[src/rtl/ariane_pkg.sv]
// Shared BHT types and the PC-to-index helper.
package ariane_pkg;

    typedef enum logic [0:0] {
        IDLE  = 1'b0,
        FLUSH = 1'b1
    } bht_state_e;

    typedef struct packed {
        logic       valid;
        logic [1:0] ctr;
    } bht_entry_t;

    // Compressed ISA allows halfword-aligned branches, so the index starts at bit 1.
    function automatic logic [31:0] bht_index(input logic [63:0] pc,
                                              input logic        rvc,
                                              input int unsigned idx_w);
        logic [63:0] shifted;
        shifted = rvc ? (pc >> 1) : (pc >> 2);
        return 32'(shifted) & ((32'd1 << idx_w) - 32'd1);
    endfunction

endpackage

[src/rtl/config_pkg.sv]
// Core configuration record shared by the branch-prediction blocks.
package config_pkg;

    typedef struct packed {
        int unsigned XLEN;
        bit          RVC;
        int unsigned BHTEntries;
    } cva6_cfg_t;

    localparam cva6_cfg_t cva6_cfg_empty = '{XLEN: 32, RVC: 1'b1, BHTEntries: 128};

endpackage

[src/rtl/bht_sat_ctr.sv]
// Next value of a 2-bit saturating direction counter, including first allocation.
module bht_sat_ctr (
    input  logic       i_valid,
    input  logic [1:0] i_ctr,
    input  logic       i_taken,
    output logic [1:0] o_ctr_c
);

    always_comb begin
        o_ctr_c = i_ctr;
        if (!i_valid) begin
            o_ctr_c = i_taken ? 2'd2 : 2'd1;
        end else if (i_taken) begin
            if (i_ctr != 2'd3) o_ctr_c = i_ctr + 2'd1;
        end else begin
            if (i_ctr != 2'd0) o_ctr_c = i_ctr - 2'd1;
        end
    end

endmodule

[src/rtl/sv32_bht.sv]
// Branch history table: flop-based 2-bit counters with a one-entry-per-cycle flush sweep.
module sv32_bht
    import ariane_pkg::*;
#(
    parameter config_pkg::cva6_cfg_t CVA6Cfg    = config_pkg::cva6_cfg_empty,
    parameter int unsigned           NR_ENTRIES = CVA6Cfg.BHTEntries
) (
    input  logic                    clk_i,
    input  logic                    rst_ni,
    input  logic                    flush_bp_i,
    input  logic                    debug_mode_i,
    input  logic [CVA6Cfg.XLEN-1:0] vpc_i,
    input  logic                    upd_valid_i,
    input  logic [CVA6Cfg.XLEN-1:0] upd_pc_i,
    input  logic                    upd_taken_i,
    output logic                    pred_valid_o,
    output logic                    pred_taken_o,
    output logic                    busy_o
);

    localparam int unsigned IDX_W = $clog2(NR_ENTRIES);

    bht_state_e       r_state;
    bht_state_e       w_state_nxt;
    logic [IDX_W-1:0] r_sweep;
    bht_entry_t       r_table [NR_ENTRIES];

    logic [IDX_W-1:0] w_rd_idx;
    logic [IDX_W-1:0] w_upd_idx;
    bht_entry_t       w_rd;
    bht_entry_t       w_upd_old;
    logic [1:0]       w_upd_ctr;
    logic             w_upd_en;

    assign w_rd_idx  = IDX_W'(bht_index(64'(vpc_i), CVA6Cfg.RVC, IDX_W));
    assign w_upd_idx = IDX_W'(bht_index(64'(upd_pc_i), CVA6Cfg.RVC, IDX_W));
    assign w_rd      = r_table[w_rd_idx];
    assign w_upd_old = r_table[w_upd_idx];
    assign w_upd_en  = upd_valid_i && !debug_mode_i && !flush_bp_i && (r_state == IDLE);

    bht_sat_ctr u_sat_ctr (
        .i_valid (w_upd_old.valid),
        .i_ctr   (w_upd_old.ctr),
        .i_taken (upd_taken_i),
        .o_ctr_c (w_upd_ctr)
    );

    always_ff @(posedge clk_i or negedge rst_ni) begin
        if (!rst_ni) r_state <= IDLE;
        else         r_state <= w_state_nxt;
    end

    // Last sweep index exits FLUSH unless a new flush request restarts the sweep.
    always_comb begin
        w_state_nxt = r_state;
        case (r_state)
            IDLE:    if (flush_bp_i) w_state_nxt = FLUSH;
            FLUSH:   if (!flush_bp_i && (r_sweep == IDX_W'(NR_ENTRIES - 1))) w_state_nxt = IDLE;
            default: w_state_nxt = IDLE;
        endcase
    end

    always_comb begin
        busy_o       = 1'b0;
        pred_valid_o = 1'b0;
        pred_taken_o = 1'b0;
        busy_o       = (r_state == FLUSH);
        pred_valid_o = w_rd.valid && (r_state == IDLE);
        pred_taken_o = w_rd.ctr[1] && pred_valid_o;
    end

    // Natural wrap of the counter lines up with the FLUSH exit.
    always_ff @(posedge clk_i or negedge rst_ni) begin
        if (!rst_ni)                           r_sweep <= '0;
        else if (r_state == IDLE || flush_bp_i) r_sweep <= '0;
        else                                   r_sweep <= r_sweep + IDX_W'(1);
    end

    always_ff @(posedge clk_i or negedge rst_ni) begin
        if (!rst_ni) begin
            for (int unsigned i = 0; i < NR_ENTRIES; i++) r_table[i] <= '0;
        end else if (r_state == FLUSH) begin
            r_table[r_sweep] <= '0;
        end else if (w_upd_en) begin
            r_table[w_upd_idx] <= '{valid: 1'b1, ctr: w_upd_ctr};
        end
    end

endmodule

[config.mk]
export PLATFORM = sky130hd
export DESIGN_NAME = sv32_bht
export DESIGN_NICKNAME = d
export VERILOG_FILES = /design/src/rtl/ariane_pkg.sv /design/src/rtl/config_pkg.sv /design/src/rtl/bht_sat_ctr.sv /design/src/rtl/sv32_bht.sv
export SDC_FILE = /design/constraint.sdc
export NUM_CORES = 1
export LEC_CHECK = 0
export BUFFER_PORTS_ARGS = -buffer_cell sky130_fd_sc_hd__buf_4
export CAP_MARGIN = 40
export CORE_MARGIN = 4
export CORE_UTILIZATION = 35
export DETAILED_ROUTE_END_ITERATION = 8
export MAX_ROUTING_LAYER = met4
export PLACE_DENSITY = 0.47
export SLEW_MARGIN = 0
export SYNTH_ARGS = -nofsm -noshare
export SYNTH_HDL_FRONTEND = slang
export SYNTH_SLANG_ARGS = --single-unit
[constraint.sdc]
create_clock -name clk_i -period 4.3 [get_ports clk_i]
set_input_delay 0.43 -clock clk_i [delete_from_list [all_inputs] [get_ports clk_i]]
set_output_delay 0.43 -clock clk_i [all_outputs]
set_load 0.01 [all_outputs]
======== Yosys cells after proc, flatten, opt, wreduce, memory -nomap -nowiden ========
Index checks and enable logic that the tools add are counted.
storage, ports and cells
  flip-flop bits (word level) ............. 392
  logic and storage cells ................. 309
  input bits .............................. 70
cells by class
  eq/ne operators ......................... 2
  order comparisons ....................... 5
  reductions and logical operators ........ 13
  bitwise gates (word level) .............. 6
  $add $sub $neg .......................... 3
  muxes and demuxes ....................... 22
operators with widths
  operator               count
  $mux W384              2
  $and A384 B384 Y384    1
  $bwmux W384            1
  $not A384 Y384         1
  $bmux W3 S7            2
  $demux W3 S7           2
  $ge A8 B8 Y1 const B   3
  $not A7 Y8             3
  $mux W3                6
  $lt A8 B1 Y1 const B   2
  $mux W2                5
  $logic_and A1 B1 Y1    8
  $add A7 B1 Y7 const B  1
  $eq A7 B7 Y1 const B   1
  $mux W7                1
  $reduce_bool A2 Y1     2
  $add A2 B1 Y2 const B  1
  $logic_not A1 Y1       2
  $mux W1                2
  $ne A2 B2 Y1 const B   1
  $pmux W1 S2            1
  $sub A2 B1 Y2 const B  1
  $logic_or A1 B1 Y1     1
  $not A1 Y1             1

======== Longest topological paths before layout ========
  word-level depth ........................ 11
  depth in mapped cells ................... 16

======== By module ========
A second synthesis with hierarchy kept.
unflattened totals
  cell total of the unflattened synthesis .. 2653
  area total of the unflattened synthesis .. 22551.6 um2
by module, submodules not included
  module       area an instance (um2)  sequential area each (um2)  cells each  times used
  sv32_bht     22504.1                 9809.4                      2645        1
  bht_sat_ctr  47.5                    0.0                         8           1

======== Worst setup path after synthesis ========
Ideal clock, no wire load.
  path kind ............................... input to output
  start point ............................. input vpc_i[1]
  end point ............................... output pred_taken_o
  slack ................................... 658 ps
  arrival time ............................ 3212 ps
  cell stages on the path ................. 8
  path buffers ............................ 3
  cell sequence ........................... buf_2 > buf_2 > buf_1 > mux4_2 > mux4_2 > mux4_2 > mux2i_1 > nor2b_1
on the way
  word-level cells in the longest chain between the ends .. 6
ends and longest elaborated chain
  item                                            line            source
  from (decl)                                     sv32_bht.sv:12  input logic [CVA6Cfg.XLEN-1:0] vpc_i,
  $not A7 Y8 (not written as such) (*)            sv32_bht.sv:37  assign w_rd = r_table[w_rd_idx];
  $bmux W3 S7 (*)                                 sv32_bht.sv:37
  $mux W3 (not written as such) (*) (2 in a row)  sv32_bht.sv:37
  $logic_and A1 B1 Y1                             sv32_bht.sv:68  pred_valid_o = w_rd.valid && (r_state == IDLE);
  $logic_and A1 B1 Y1 (*)                         sv32_bht.sv:69  pred_taken_o = w_rd.ctr[1] && pred_valid_o;
  to (decl)                                       sv32_bht.sv:17  output logic pred_taken_o,
Every way passes the cells marked *; elsewhere a longest branch is shown, timed or not. The select of a mux whose other input is x is not followed.

======== Worst setup path after layout ========
  start point ............................. register r_table[281] in the netlist's numbering
  end point ............................... output pred_taken_o
on the way
  word-level cells in the longest chain between the ends .. 5
ends and longest elaborated chain
  item                                        line            source
  from (decl)                                 sv32_bht.sv:26  bht_entry_t r_table [NR_ENTRIES];
  from (signal, indexed assignment)           sv32_bht.sv:85  r_table[w_upd_idx] <= '{valid: 1'b1, ctr: w_upd_ctr};
  $bmux W3 S7                                 sv32_bht.sv:37
  $mux W3 (not written as such) (2 in a row)  sv32_bht.sv:37
  $logic_and A1 B1 Y1                         sv32_bht.sv:68
  $logic_and A1 B1 Y1                         sv32_bht.sv:69
Every way passes these cells. The select of a mux whose other input is x is not followed.

==> parameters.txt <==
Parameter                              Value

Run status
  Outcome    finished, final reports clean

Timing
  Max Transition Viols Final    0
  Min Tclk post-route    3.67 ns
  Final setup viols    0
  Summed negative setup slack over all endpoints    0 ns
  Actual transition at the worst max-transition pin    0.988 ns
  Ratio of final minimum period to clock period    0.854
  Final hold vios    0
  Peak Freq    272 MHz
  Setup repair after global routing missed its margin    no
  Worst clock skew on the final layout    0.0304 ns
  Slew Limit Headroom    0.341

Hold path
  Worst hold path type    in2reg
  Worst hold path cell count    2
  Worst Hold End    busy_o$_DFF_PN0_
  Worst hold path startpoint    flush_bp_i

Yosys
  Average footprint of a synthesized cell    9.31 sq um
  Yosys reg bits    392
  Most used standard cell by instance count after synthesis    sky130_fd_sc_hd__nand2_1
  Proportion of register bits with asynchronous set or reset after synthesis    1.00
  Cell area after synthesis    23,700 sq um
  Number of nets produced by synthesis    2,614
  Top FF cell, synth    sky130_fd_sc_hd__dfrtp_1
  Number of unique standard cell types used by synthesis    73
  Top-area cell type share of the netlist area    0.414
  Biggest area consumer among synthesized cells    sky130_fd_sc_hd__dfrtp_1
  Synth area leaders    sky130_fd_sc_hd__dfrtp_1 (41%), sky130_fd_sc_hd__mux4_2 (13%), sky130_fd_sc_hd__o21ai_0 (6.8%)
  Number of enable flip-flop cells after synthesis    0
  Synth top cells by count    sky130_fd_sc_hd__nand2_1 (399), sky130_fd_sc_hd__dfrtp_1 (392), sky130_fd_sc_hd__o21ai_0 (320)
  Synth warn    0
  Synthesized instance count    2,543
  Fraction of the yosys area taken by sequential cells    0.414

Clock network
  CTS H-Tree Depth    2
  Clock-pin slew reported for the worst setup and hold paths after clock tree synthesis    0.06 ns
  Clock network latency to the later pin of the worst-skew pair    0.63 ns
  CTS tree    yes
  PostCTS Resize Cnt    0
  Cts bufs inserted    49
  Root buf cell    sky130_fd_sc_hd__clkbuf_16
  TritonCTS sink count    392
  Maximum buffer depth of the clock tree    3

Placement
  Instance area at placement    25,900 sq um
  Placed wire-length estimate    78,600 um
  Number of buffer cells added on primary ports    22
  RePlAce Congestion    0.975

Routing
  Antenna-violating nets left    0
  WL per Instance    32.9 um
  Routed WL    115,000 um
  Overall via count from detail_route    23,356
  Average via count per standard cell    6.68
  Number of detailed-routing iterations run before antenna repair    5
  Detailed router's first-iteration violation count    3,179
  DRC Markers    0

Critical path
  Count of cells along the worst register-to-register path    9
  Kind of start point of the critical path    flip-flop
  Required @ worst endpoint    3.87 ns
  Arrival time of data at the critical path endpoint    3.24 ns
  Register-to-register path setup slack    0.87 ns
  CP endpoint kind    output port
  Reg-to-Reg Start    r_table[178]$_DFFE_PN0P_
  Peak fanout along the critical path    4
  Kind of critical path    reg2out
  Worst flop-to-flop path endpoint    r_table[162]$_DFFE_PN0P_

Global route
  Via count of the first global-routing pass    22,147
  Total Routing Usage GR    0.325
  Pin count of the biggest net entering global routing    108
  Overflow left after global routing    0
  Initial antenna violation count    2
  Wire length of the first global-routing pass    165,000 um

Floorplan
  Die area    71,900 sq um
  Starting Density    0.353
  Ports placed on the boundary    73
  Height of the die    268 um
  Die W    268 um
  Floorplan Core Area    67,200 sq um
  Row count    95

Pwr
  Largest voltage drop on the vdd net    0.000249 V
  Tot Pwr    9810 uW
  Leak    0.0106 uW
  PwrDens    356 nW/um^2

Job
  Number of max-cap violations    0

Cells and area
  Final-stage net count    2,650
  Synthesis-to-finish area growth    16.5%
  Post-route cell area    27,600 sq um
  Fraction of layout cells with a size suffix above 1    0.183
-- per-layer routing --
layer,vias to the layer above,part of all wire,track usage
met3,359,0.10,0.0758
met2,1496,0.43,0.465
met5,-,0,-
met1,11849,0.40,0.433
li1,9652,-,-
met4,0,0.061,0.164
-- layout make-up --
cell class / count / area [sq um]
Tap cell: 873 / 1090
Antenna cell: 2 / 5.00
Clock inverter: 19 / 176
Inverter: 27 / 101
Clock buffer: 73 / 1460
Sequential cell: 392 / 9810
Multi-Input combinational cell: 1901 / 12900
Fill cell: 6507 / 39600
Timing Repair Buffer: 208 / 2040
-- metrics by stage --
| stage | utilization | worst slack, ns | hold WS (ns) | instances |
|---|---|---|---|---|
| floorplan | - | 0.658 | 0.134 | 2543 |
| global placement | 0.383 | 0.334 | 0.455 | 3389 |
| detailed placement | 0.386 | 0.277 | 0.463 | 3400 |
| CTS | 0.411 | 0.645 | 0.107 | 3493 |
| global route | 0.411 | 0.628 | 0.112 | 3495 |
| finish | 0.411 | 0.628 | 0.140 | 3495 |
-- cells by family (layout without fill, tap and decap cells) --
logic type / count (synthesis) / in the layout / synth area share
compound gates: 788 / 788 / 0.202
xor+xnor: 5 / 5 / 0.00185
fa+ha+maj: 1 / 1 / 0.000528
buf+inv: 250 / 327 / 0.0460
flops: 392 / 392 / 0.414
mux: 224 / 224 / 0.167
other cells: 0 / 2 / 0
simple gates: 883 / 883 / 0.169
-- placed cells by master, fill, tap and decap left out, drive strengths merged, types with 5 or more instances in the layout --
master	instances
nor3	74
nor4	5
a22oi	26
and3	10
a22o	8
dfrtp	392
or3	6
o21ai	337
o221ai	5
and3b	8
and2	8
clkinv	16
mux4	135
buf	207
o41ai	9
nor2	94
nand4	6
clkbuf	73
o311ai	51
nand2	399
inv	26
a21oi	176
a221o	6
nand2b	16
a221oi	18
mux2	14
o31ai	31
nand3	221
o22ai	11
o211ai	8
a31oi	55
a32oi	14
nor3b	5
mux2i	75
nor2b	17
-- flip-flops by register name, indices dropped and copies added (netlist names) --
name,flops
busy_o,1
r_sweep,7
r_table,384
-- where the power goes --
group	internal (uW)	leakage, uW	total [uW]	switching [uW]
clock network	2460	0.000810	4260	1790
registers	3840	0.00479	4000	166
logic	556	0.00500	1550	997
-- how the worst max path moves through the flow --
stage                                   from                        to
finish              r_table[281]$_DFFE_PN0P_              pred_taken_o
global route                        vpc_i[1]              pred_taken_o
CTS                 r_table[281]$_DFFE_PN0P_              pred_taken_o
detailed placement               upd_pc_i[1]  r_table[153]$_DFFE_PN0P_
global placement                 upd_pc_i[1]  r_table[216]$_DFFE_PN0P_
floorplan                           vpc_i[1]              pred_taken_o
-- critical path, stage by stage, from the launching register on --
cell	delay, ns
sky130_fd_sc_hd__dfrtp_1	0.53
sky130_fd_sc_hd__mux4_2	0.53
sky130_fd_sc_hd__mux4_2	0.47
sky130_fd_sc_hd__mux4_2	0.54
sky130_fd_sc_hd__nand2_1	0.10
sky130_fd_sc_hd__a21oi_1	0.12
sky130_fd_sc_hd__nor2b_1	0.17
sky130_fd_sc_hd__buf_4	0.15
-- repair_timing --
action | in CTS | in global routing
hold buffers | 1 | 0
buffers inserted | 0 | 0
hold endpoints to repair | 86 | 0
Note: power is estimated with default switching activity, not from simulation.
